$ cat src/rtl/traffic_pkg.sv
// Shared types and helpers for the traffic phase controller.
// Holds the phase state encoding, the two-digit BCD type, and the BCD helpers
// used both at elaboration (parameter conversion) and at run time (countdown).
package traffic_pkg;

  typedef enum logic [1:0] {
    ST_CLEAR  = 2'd0,
    ST_GREEN  = 2'd1,
    ST_YELLOW = 2'd2
  } state_t;

  typedef struct packed {
    logic [3:0] tens;
    logic [3:0] units;
  } bcd2_t;

  // One-step BCD decrement; 00 stays at 00 so the display can never show A..F.
  function automatic bcd2_t bcd_dec(input bcd2_t v);
    bcd2_t r;
    r = v;
    if (v.units == 4'd0) begin
      if (v.tens != 4'd0) begin
        r.units = 4'd9;
        r.tens  = v.tens - 4'd1;
      end
    end else begin
      r.units = v.units - 4'd1;
    end
    return r;
  endfunction

  // Binary-to-BCD for the 0..99 time parameters, evaluated at elaboration.
  function automatic bcd2_t to_bcd(input int unsigned v);
    bcd2_t r;
    r.tens  = 4'((v / 10) % 10);
    r.units = 4'(v % 10);
    return r;
  endfunction

endpackage

$ cat src/rtl/traffic_phase_ctrl_bcd2_down_cntr.sv
// Two-digit BCD down counter with synchronous load, count enable and an
// is_one flag. Load has priority over enable; reset clears to 00.
module bcd2_down_cntr
  import traffic_pkg::*;
(
  input  logic  clk,
  input  logic  rst,
  input  logic  load,
  input  bcd2_t load_val,
  input  logic  en,
  output bcd2_t value,
  output logic  is_one
);

  // Count register: reset, load or single BCD decrement.
  always_ff @(posedge clk) begin
    if (rst) begin
      value <= '0;
    end else if (load) begin
      value <= load_val;
    end else if (en) begin
      value <= bcd_dec(value);
    end
  end

  assign is_one = (value.tens == 4'd0) && (value.units == 4'd1);

endmodule

$ cat src/rtl/traffic_phase_ctrl.sv
// N-approach traffic-light phase controller.
// Cycles GREEN -> YELLOW -> CLEAR per approach in round-robin order, skipping
// approaches with no waiting traffic, with early green timeout when the served
// approach is empty but others are waiting. The shared BCD display shows the
// remaining cycles of the current state (LOAD..1).
// Optional feature: define TRAFFIC_MANUAL_EN to enable the man/step manual
// hold of GREEN; without it man and step are ignored.
module traffic_phase_ctrl
  import traffic_pkg::*;
#(
  parameter int N_APPROACH   = 2,
  parameter int GREEN_TIME   = 90,
  parameter int YELLOW_TIME  = 5,
  parameter int RED_TIME     = 1,
  parameter int EMPTY_CYCLES = 5,
  localparam int PW = (N_APPROACH <= 2) ? 1 : $clog2(N_APPROACH)
) (
  input  logic                  CLK,
  input  logic                  R,
  input  logic [N_APPROACH-1:0] traffic,
  input  logic                  man,
  input  logic                  step,
  output logic [N_APPROACH-1:0] green,
  output logic [N_APPROACH-1:0] yellow,
  output logic [3:0]            time_h,
  output logic [3:0]            time_l,
  output logic [PW-1:0]         phase
);

  localparam bcd2_t GREEN_BCD  = to_bcd(GREEN_TIME);
  localparam bcd2_t YELLOW_BCD = to_bcd(YELLOW_TIME);
  localparam bcd2_t RED_BCD    = to_bcd(RED_TIME);
  localparam logic [3:0] EMPTY_MAX = 4'(EMPTY_CYCLES);
  localparam logic [N_APPROACH-1:0] ONE_HOT0 = {{(N_APPROACH-1){1'b0}}, 1'b1};

  state_t        state;
  state_t        state_nxt;
  logic [3:0]    empty_cnt;
  logic [3:0]    empty_nxt;
  logic          empty_hit;
  logic          others_waiting;
  logic [PW-1:0] next_app;
  logic [PW-1:0] phase_nxt;
  logic          enter_green;
  logic          hold;
  logic          step_go;

  logic          cnt_load;
  bcd2_t         cnt_load_val;
  logic          cnt_en;
  bcd2_t         cnt;
  logic          cnt_one;
  logic          cnt_zero;

`ifdef TRAFFIC_MANUAL_EN
  // Manual hold freezes GREEN only; YELLOW and CLEAR always stay timed.
  assign hold    = man && (state == ST_GREEN);
  assign step_go = hold && step;
`else
  logic unused_manual;
  assign unused_manual = man ^ step;
  assign hold          = 1'b0;
  assign step_go       = 1'b0;
`endif

  bcd2_down_cntr u_cntr (
    .clk      (CLK),
    .rst      (R),
    .load     (cnt_load),
    .load_val (cnt_load_val),
    .en       (cnt_en),
    .value    (cnt),
    .is_one   (cnt_one)
  );

  assign cnt_zero = (cnt.tens == 4'd0) && (cnt.units == 4'd0);
  assign time_h   = cnt.tens;
  assign time_l   = cnt.units;

  // Round-robin search starting after the current approach; the current one is
  // the last candidate, and with no traffic anywhere we simply advance by one.
  always_comb begin
    int idx;
    logic found;
    next_app = '0;
    found    = 1'b0;
    idx      = 0;
    for (int i = 1; i <= N_APPROACH; i++) begin
      idx = (int'(phase) + i) % N_APPROACH;
      if (i == 1) next_app = PW'(idx);
      if (!found && traffic[PW'(idx)]) begin
        next_app = PW'(idx);
        found    = 1'b1;
      end
    end
  end

  // Empty-approach detector: served approach idle while someone else waits.
  always_comb begin
    others_waiting = |(traffic & ~(ONE_HOT0 << phase));
    if (!traffic[phase] && others_waiting) begin
      empty_nxt = (empty_cnt == EMPTY_MAX) ? EMPTY_MAX : empty_cnt + 4'd1;
    end else begin
      empty_nxt = 4'd0;
    end
    empty_hit = (empty_nxt == EMPTY_MAX);
  end

  // Phase sequencing and countdown load/enable decisions.
  always_comb begin
    state_nxt    = state;
    cnt_load     = 1'b0;
    cnt_load_val = GREEN_BCD;
    cnt_en       = 1'b0;
    enter_green  = 1'b0;
    case (state)
      ST_CLEAR: begin
        if (cnt_one || cnt_zero) begin
          state_nxt   = ST_GREEN;
          cnt_load    = 1'b1;
          enter_green = 1'b1;
        end else begin
          cnt_en = 1'b1;
        end
      end
      ST_GREEN: begin
        if (step_go || (!hold && (cnt_one || empty_hit))) begin
          state_nxt    = ST_YELLOW;
          cnt_load     = 1'b1;
          cnt_load_val = YELLOW_BCD;
        end else if (!hold) begin
          cnt_en = 1'b1;
        end
      end
      ST_YELLOW: begin
        if (cnt_one) begin
          cnt_load = 1'b1;
          if (RED_TIME == 0) begin
            state_nxt   = ST_GREEN;
            enter_green = 1'b1;
          end else begin
            state_nxt    = ST_CLEAR;
            cnt_load_val = RED_BCD;
          end
        end else begin
          cnt_en = 1'b1;
        end
      end
      default: begin
        state_nxt = ST_CLEAR;
        cnt_load  = 1'b1;
        cnt_load_val = '0;
      end
    endcase
  end

  assign phase_nxt = enter_green ? next_app : phase;

  // State, served approach and lamp registers; lamps track the next state so
  // they change on the same edge as the state.
  always_ff @(posedge CLK) begin
    if (R) begin
      state  <= ST_CLEAR;
      phase  <= PW'(N_APPROACH - 1);
      green  <= '0;
      yellow <= '0;
    end else begin
      state  <= state_nxt;
      phase  <= phase_nxt;
      green  <= (state_nxt == ST_GREEN)  ? (ONE_HOT0 << phase_nxt) : '0;
      yellow <= (state_nxt == ST_YELLOW) ? (ONE_HOT0 << phase_nxt) : '0;
    end
  end

  // Empty counter: cleared on reset, outside GREEN and on every state entry;
  // frozen while manually held.
  always_ff @(posedge CLK) begin
    if (R) begin
      empty_cnt <= 4'd0;
    end else if ((state_nxt != state) || (state != ST_GREEN)) begin
      empty_cnt <= 4'd0;
    end else if (!hold) begin
      empty_cnt <= empty_nxt;
    end
  end

endmodule

$ cat config.mk
export PLATFORM = sky130hd
export DESIGN_NAME = traffic_phase_ctrl
export DESIGN_NICKNAME = d
export VERILOG_FILES = /design/src/rtl/traffic_pkg.sv /design/src/rtl/traffic_phase_ctrl_bcd2_down_cntr.sv /design/src/rtl/traffic_phase_ctrl.sv
export SDC_FILE = /design/constraint.sdc
export NUM_CORES = 1
export LEC_CHECK = 0
export CORE_UTILIZATION = 40
export CTS_BUF_LIST = sky130_fd_sc_hd__clkbuf_16
export DETAILED_ROUTE_END_ITERATION = 8
export GPL_ROUTABILITY_DRIVEN = 0
export PLACE_DENSITY = 0.67
export SYNTH_ARGS = -nofsm -noshare
export SYNTH_HDL_FRONTEND = slang
export SYNTH_SLANG_ARGS = --single-unit
$ cat constraint.sdc
create_clock -name CLK -period 1.7 [get_ports CLK]
set_input_delay 0.34 -clock CLK [delete_from_list [all_inputs] [get_ports CLK]]
set_output_delay 0.34 -clock CLK [all_outputs]
set_load 0.05 [all_outputs]
==> results.sh, run 1 <==
export IMPL_r2r_start="empty_cnt[1]"
export IMPL_fin_crit_sh=1.10
export IMPL_path_buf_inv=1
export IMPL_status="complete, but fails checks"
export IMPL_postRouteAntennaNets=0
export IMPL_synthTopCellsByArea="dfxtp_1, a21oi_1, ha_1"
export IMPL_nNetsFinal=165
export IMPL_relSlewSlack=0.668
export IMPL_crit_path_start_kind="flop"
export IMPL_grt_pass1_vias=938
export IMPL_synth_most_common_cell="dfxtp_1"
export IMPL_core_area_mm2=0.00225
export IMPL_dr_pass1_iters=4
export IMPL_rr_endpoint="state[0]"
export IMPL_combPwrFrac=0.616
export IMPL_num_vias=950
export IMPL_synthDistinctLibCells=38
export IMPL_start_util=0.433
export IMPL_finalSetupViolCount=16
export IMPL_p_clk_frac=0.162
export IMPL_min_path_cells=2
export IMPL_clk_insertion_delay_late_ns=0.25
export IMPL_die_y_um=51.4
export IMPL_dp_hpwl_um=1730
export IMPL_fin_setup_tns_ns=-1.39
export IMPL_worst_pin_slew_ns=0.498
export IMPL_cts_made_buffers=3
export IMPL_port_buffers=16
export IMPL_reg2reg_depth=7
export IMPL_hold_class="flop to flop"
export IMPL_critPathTopFamily="compound AO/OA/AOI/OAI gates"
export IMPL_htreeDepth=1
export IMPL_p_seq_frac=0.222
export IMPL_r2r_setup_slack_ns=-0.16
export IMPL_routed_wl_um=2470
export IMPL_synth_top_flop_cell="dfxtp_1"
export IMPL_p_sw_mw=1.26
export IMPL_cts_root_buf="clkbuf_16"
export IMPL_path_clk_slew_ns=0.05
export IMPL_ys_seq_area_frac=0.390
export IMPL_cp_cell_sequence="inv_2, ha_4, and4bb_4, o31ai_4, o21ai_2, or3_4, a21oi_1"
export IMPL_syn_nets=121
export IMPL_num_io_pins=19
export IMPL_yosys_top_cells_count="dfxtp_1, nor2_1, a21oi_1"
export IMPL_dp_cells=174
export IMPL_syn2layout_area_growth_pct=59.5
export IMPL_period_minus_slack_ns=1.86
export IMPL_fin_hold_ws_ns=0.549
export IMPL_power_total_mw=2.99
export IMPL_leakagePower_nw=0.617
export IMPL_crit_slowest_cell="o31ai_4"
export IMPL_cts_sinks=19
export IMPL_cts_hold_buf=0
export IMPL_viasPerCell=5.22
export IMPL_fin_area_mm2=0.00156
export IMPL_final_max_slew_viol_count=0
export IMPL_final_cells=182
export IMPL_drive_gt1_frac=0.506
export IMPL_cts_tree="built"
export IMPL_critPathKind="flop to flop"
export IMPL_hold_start="empty_cnt[3]"
export IMPL_synth_enable_flop_cells=0
export IMPL_drc=0
export IMPL_crit_fanout=4
export IMPL_powerDensity_mw_per_mm2=1920
export IMPL_gr_total_overflow=0
export IMPL_rsz0062_at_grt="true"
export IMPL_finClkSkew_ns=0.00123
export IMPL_hold_violations=0
export IMPL_vdd_drop_max_uv=1030
export IMPL_internal_power_mw=1.73
export IMPL_ys_ff_latch=19
export IMPL_cp_data_required_time_ns=1.87
export IMPL_clockBufferDepth=2
export IMPL_groute_usage_overall=0.209
export IMPL_final_util=0.690
export IMPL_die_w_um=51.4
export IMPL_yosysWarnings=0
export IMPL_whs_endpoint="empty_cnt[3]"
export IMPL_grt_first_pass_wirelength_um=4000
export IMPL_maxCapViolCount=0
export IMPL_endpoint_kind="flop"
export IMPL_cp_arrival_ns=2.04
export IMPL_grt_max_degree=12
export IMPL_switching_share=0.422
export IMPL_wire_per_inst_um=13.6
export IMPL_max_stage_delay_ns=0.37
export IMPL_fp_dieArea_mm2=0.00264
export IMPL_preCtsSetupSlack_ns=-0.309
export IMPL_setup_ws_ns=-0.162
export IMPL_antenna_found_initial=0
export IMPL_diodes=0
export IMPL_drtIter0Drc=10
export IMPL_avgSynthCellArea_um2=8.79
export IMPL_num_rows=17
export IMPL_cp_startpoint="empty_cnt[1]"
export IMPL_clock_fmax_mhz=537
export IMPL_synth_top_area_frac=0.390
export IMPL_synth_async_reset_ratio=0
export IMPL_synthCells=111
export IMPL_violations="negative setup slack"
export IMPL_synth_top_area_cell="dfxtp_1"
export IMPL_placed_area_mm2=0.00137
export IMPL_synth_area_um2=976
==> sequential cells by signal (all words and copies together), names as in the netlist <==
| signal | flops |
|---|---|
| empty_cnt | 4 |
| green | 2 |
| state | 2 |
| yellow | 2 |
| u_cntr.value | 8 |
| phase | 1 |
==> layer usage <==
metal	track usage	wire, um	vias up
met3	0.0446	56	6
met1	0.231	1010	442
met5	0	0	-
met4	0.108	56	0
met2	0.368	1340	16
li1	-	-	486
==> layout by cell type (no fill, tap or decap), types with 2 or more instances in the layout <==
| cell | count |
|---|---|
| ha_4 | 2 |
| and2_1 | 2 |
| dfxtp_2 | 3 |
| a211oi_2 | 2 |
| inv_4 | 2 |
| buf_4 | 34 |
| nor3_1 | 3 |
| nor3_2 | 5 |
| dfxtp_4 | 3 |
| dfxtp_1 | 13 |
| nor2_2 | 3 |
| xor2_1 | 2 |
| clkdlybuf4s50_1 | 3 |
| a21oi_1 | 7 |
| or3_1 | 2 |
| clkbuf_16 | 3 |
| o31ai_4 | 2 |
| nand3_1 | 5 |
| nor2b_1 | 2 |
| a21oi_2 | 2 |
| buf_12 | 3 |
| inv_1 | 3 |
| o21a_1 | 2 |
| nand2b_1 | 2 |
| nor2_1 | 9 |
| nor3b_1 | 2 |
| nand2_1 | 4 |
| o21ai_0 | 6 |
| or3_4 | 2 |
==> final cells by class <==
| cell class | count | area (um2) |
|---|---|---|
| fill | 177 | 698 |
| multi-input combinational | 84 | 662 |
| tap | 28 | 35.0 |
| inverter | 6 | 27.5 |
| sequential | 19 | 395 |
| clock inverter | 1 | 5.00 |
| timing repair buffer | 41 | 357 |
| clock buffer | 3 | 75.1 |
==> cell families after synthesis <==
| group | Yosys count | share of synthesized area |
|---|---|---|
| simple gates | 49 | 0.304 |
| compound gates | 29 | 0.206 |
| buf+inv | 8 | 0.0308 |
| fa+ha+maj | 4 | 0.0513 |
| xor+xnor | 2 | 0.0180 |
| flops | 19 | 0.390 |
==> power groups by stage <==
stage / Sequential (mW) / Combinational [mW] / Clock [mW]
after floorplan: 0.951 / 0.715 / 0
after global placement: 0.658 / 1.58 / 0
after detailed placement: 0.662 / 1.62 / 0
after CTS: 0.655 / 1.72 / 0.492
after global routing: 0.675 / 1.97 / 0.519
final: 0.662 / 1.84 / 0.485
==> timing repair <==
| action | 4_1_cts | 5_1_grt |
|---|---|---|
| endpoints found under the setup margin | 15 | 18 |
| gates resized for setup | 6 | 13 |
| pin swaps | 7 | 8 |
| setup buffers | 0 | 4 |
==> how the worst max path moves through the flow <==
stage          endpoint  slack [ns]  cells past startpoint
2_1_floorplan  green[1]       -0.08                      8
3_3_place_gp   green[0]       -0.26                      6
3_5_place_dp   green[0]       -0.31                      6
4_1_cts        state[0]       -0.16                      7
5_1_grt        state[0]       -0.24                      7
6_report       state[0]       -0.16                      7
==> worst reg2reg max path, delay by kind of cell (launching register included) <==
kind | cells | cell delay, ns
DFF | 1 | 0.34
adders and majority gates | 1 | 0.21
and+or+nand+nor | 2 | 0.56
AOI/OAI and AO/OA | 3 | 0.64
buffers and inverters | 1 | 0.04
No activity file was read; power rests on OpenSTA's default activity.
==> run 2, diff against run 1 <==
Settings changed: CELL_PAD_IN_SITES_DETAIL_PLACEMENT set to 0, CELL_PAD_IN_SITES_GLOBAL_PLACEMENT set to 1, CORE_UTILIZATION 40 to 33, PLACE_DENSITY 0.67 to not set, PLACE_DENSITY_LB_ADDON set to 0.1.
==> run 2 against run 1 <==
  * The flow still finishes with violations (negative setup slack)
  * Routed wire length is 5.9% lower
  * Critical path depth stayed put
  * Cell area hardly changed
  * Via count is 2.4% lower
  * Global-route usage is 6.7 points lower
  * Critical path type unchanged
  * Clock power is 2% lower
  * Cell count is 1.6% higher
  * Non-clock buffer count stayed put
  * Combinational power is 3% lower
  * Maximum frequency is 0.34% lower
  * Utilization is 13 points lower
  * Flip-flop and latch count stayed put
==> results.sh, run 2 (synthesis results as in run 1) <==
export IMPL_dr_max_layer_used="met4"
export IMPL_rsz0062_at_grt="true"
export IMPL_cts_tree="built"
export IMPL_groute_usage_overall=0.142
export IMPL_drive_gt1_frac=0.494
export IMPL_cts_made_buffers=3
export IMPL_cp_data_required_time_ns=1.88
export IMPL_relSlewSlack=0.699
export IMPL_crit_path_start_kind="flop"
export IMPL_crit_slowest_cell="o31ai_4"
export IMPL_final_util=0.560
export IMPL_fin_area_mm2=0.00156
export IMPL_path_depth=7
export IMPL_reg2reg_depth=7
export IMPL_leakagePower_nw=0.620
export IMPL_r2r_start="empty_cnt[1]"
export IMPL_r2r_setup_slack_ns=-0.17
export IMPL_dr_pass1_iters=4
export IMPL_routed_wl_um=2330
export IMPL_num_rows=19
export IMPL_critPathTopFamily="compound AO/OA/AOI/OAI gates"
export IMPL_port_buffers=16
export IMPL_cts_sinks=19
export IMPL_met3_length_um=59
export IMPL_die_y_um=56.4
export IMPL_p_clk_frac=0.162
export IMPL_powerDensity_mw_per_mm2=1870
export IMPL_final_common_cell="buf_4"
export IMPL_critPathKind="flop to flop"
export IMPL_hold_violations=0
export IMPL_power_total_mw=2.91
export IMPL_grt_pass1_vias=819
export IMPL_layout_common_cells="buf_4, dfxtp_1, nor2_1"
export IMPL_period_minus_slack_ns=1.87
export IMPL_clock_fmax_mhz=535
export IMPL_nNetsFinal=165
export IMPL_path_clk_slew_ns=0.05
export IMPL_fin_crit_sh=1.10
export IMPL_grt_first_pass_wirelength_um=3590
export IMPL_wire_per_inst_um=12.6
export IMPL_path_buf_inv=1
export IMPL_syn2layout_area_growth_pct=59.6
export IMPL_core_area_mm2=0.00278
export IMPL_combPwrFrac=0.613
export IMPL_largest_register="u_cntr.value"
export IMPL_cp_endpoint="green[0]"
export IMPL_largest_reg_flops=8
export IMPL_grt_max_degree=11
export IMPL_status="complete, but fails checks"
export IMPL_hold_class="flop to flop"
export IMPL_clockBufferDepth=2
export IMPL_dp_cells=175
export IMPL_gr_total_overflow=0
export IMPL_switching_share=0.418
export IMPL_htreeDepth=1
export IMPL_violations="negative setup slack"
export IMPL_final_cells=185
export IMPL_internal_power_mw=1.70
export IMPL_viasPerCell=5.01
export IMPL_fp_dieArea_mm2=0.00318
export IMPL_crit_fanout=4
export IMPL_p_seq_frac=0.224
export IMPL_reg_largest_list="u_cntr.value: 8 flops, empty_cnt: 4 flops"
export IMPL_start_util=0.351
export IMPL_final_max_slew_viol_count=0
export IMPL_postRouteAntennaNets=0
export IMPL_drtIter0Drc=20
export IMPL_cp_arrival_ns=2.05
export IMPL_die_w_um=56.4
export IMPL_maxCapViolCount=0
export IMPL_worst_pin_slew_ns=0.451
export IMPL_p_sw_mw=1.22
export IMPL_cp_cell_sequence="inv_2, ha_4, and4bb_4, o31ai_4, o21ai_2, or3_4, o22ai_2"
export IMPL_drc=0
export IMPL_setup_ws_ns=-0.169
export IMPL_cp_startpoint="empty_cnt[1]"
export IMPL_num_io_pins=19
export IMPL_rr_endpoint="green[0]"
export IMPL_cts_root_buf="clkbuf_16"
export IMPL_route_met2_wl_um=1170
export IMPL_finalSetupViolCount=17
export IMPL_vdd_drop_max_uv=1180
export IMPL_cts_hold_buf=0
export IMPL_diodes=0
export IMPL_placed_area_mm2=0.00137
export IMPL_endpoint_kind="flop"
export IMPL_antenna_found_initial=0
export IMPL_finClkSkew_ns=0.00420
export IMPL_fin_hold_ws_ns=0.469
export IMPL_max_stage_delay_ns=0.37
export IMPL_dp_hpwl_um=1640
export IMPL_clk_insertion_delay_late_ns=0.25
export IMPL_wl_met1_um=1080
export IMPL_num_vias=927
run 2: how the worst min path moves through the flow:
stage	start	end	slack, ns	depth (start not counted)
after floorplan	empty_cnt[0]	empty_cnt[0]	0.46	1
after global placement	empty_cnt[0]	empty_cnt[0]	0.46	1
after detailed placement	empty_cnt[0]	empty_cnt[0]	0.46	1
after CTS	empty_cnt[0]	empty_cnt[0]	0.47	1
after global routing	empty_cnt[0]	empty_cnt[0]	0.50	1
final	empty_cnt[0]	empty_cnt[0]	0.47	1
run 2: layout make-up:
| class | count | area [um2] |
|---|---|---|
| inverters | 6 | 27.5 |
| fillers | 256 | 1220 |
| flip-flops and latches | 19 | 395 |
| well taps | 31 | 38.8 |
| repair buffers | 41 | 365 |
| multi-input cells | 84 | 652 |
| clock buffers | 3 | 75.1 |
| clock inverters | 1 | 3.75 |
run 2: power groups by stage:
stage	clock network [mW]	logic, mW	registers, mW
floorplan	0	0.715	0.951
global placement	0	1.55	0.651
detailed placement	0	1.56	0.654
CTS	0.484	1.63	0.645
global route	0.502	1.93	0.668
finish	0.473	1.79	0.653
run 2: timing repair:
action / 4_1_cts / 5_1_grt
setup buffers: 1 / 7
setup endpoints to repair: 14 / 18
pin swaps: 6 / 10
resized for setup: 6 / 10
run 2: per-layer routing:
metal / global-route usage / vias up
met3: 0.0207 / 2
met1: 0.180 / 425
met5: 0 / -
met2: 0.243 / 15
met4: 0.0523 / 0
li1: - / 485
run 2: through the flow:
step | TNS, ns | setup WS [ns]
final | -1.39 | -0.169
after global placement | -2.97 | -0.240
after global routing | -2.85 | -0.246
after detailed placement | -3.60 | -0.292
after CTS | -1.20 | -0.153
after floorplan | -0.195 | -0.0793
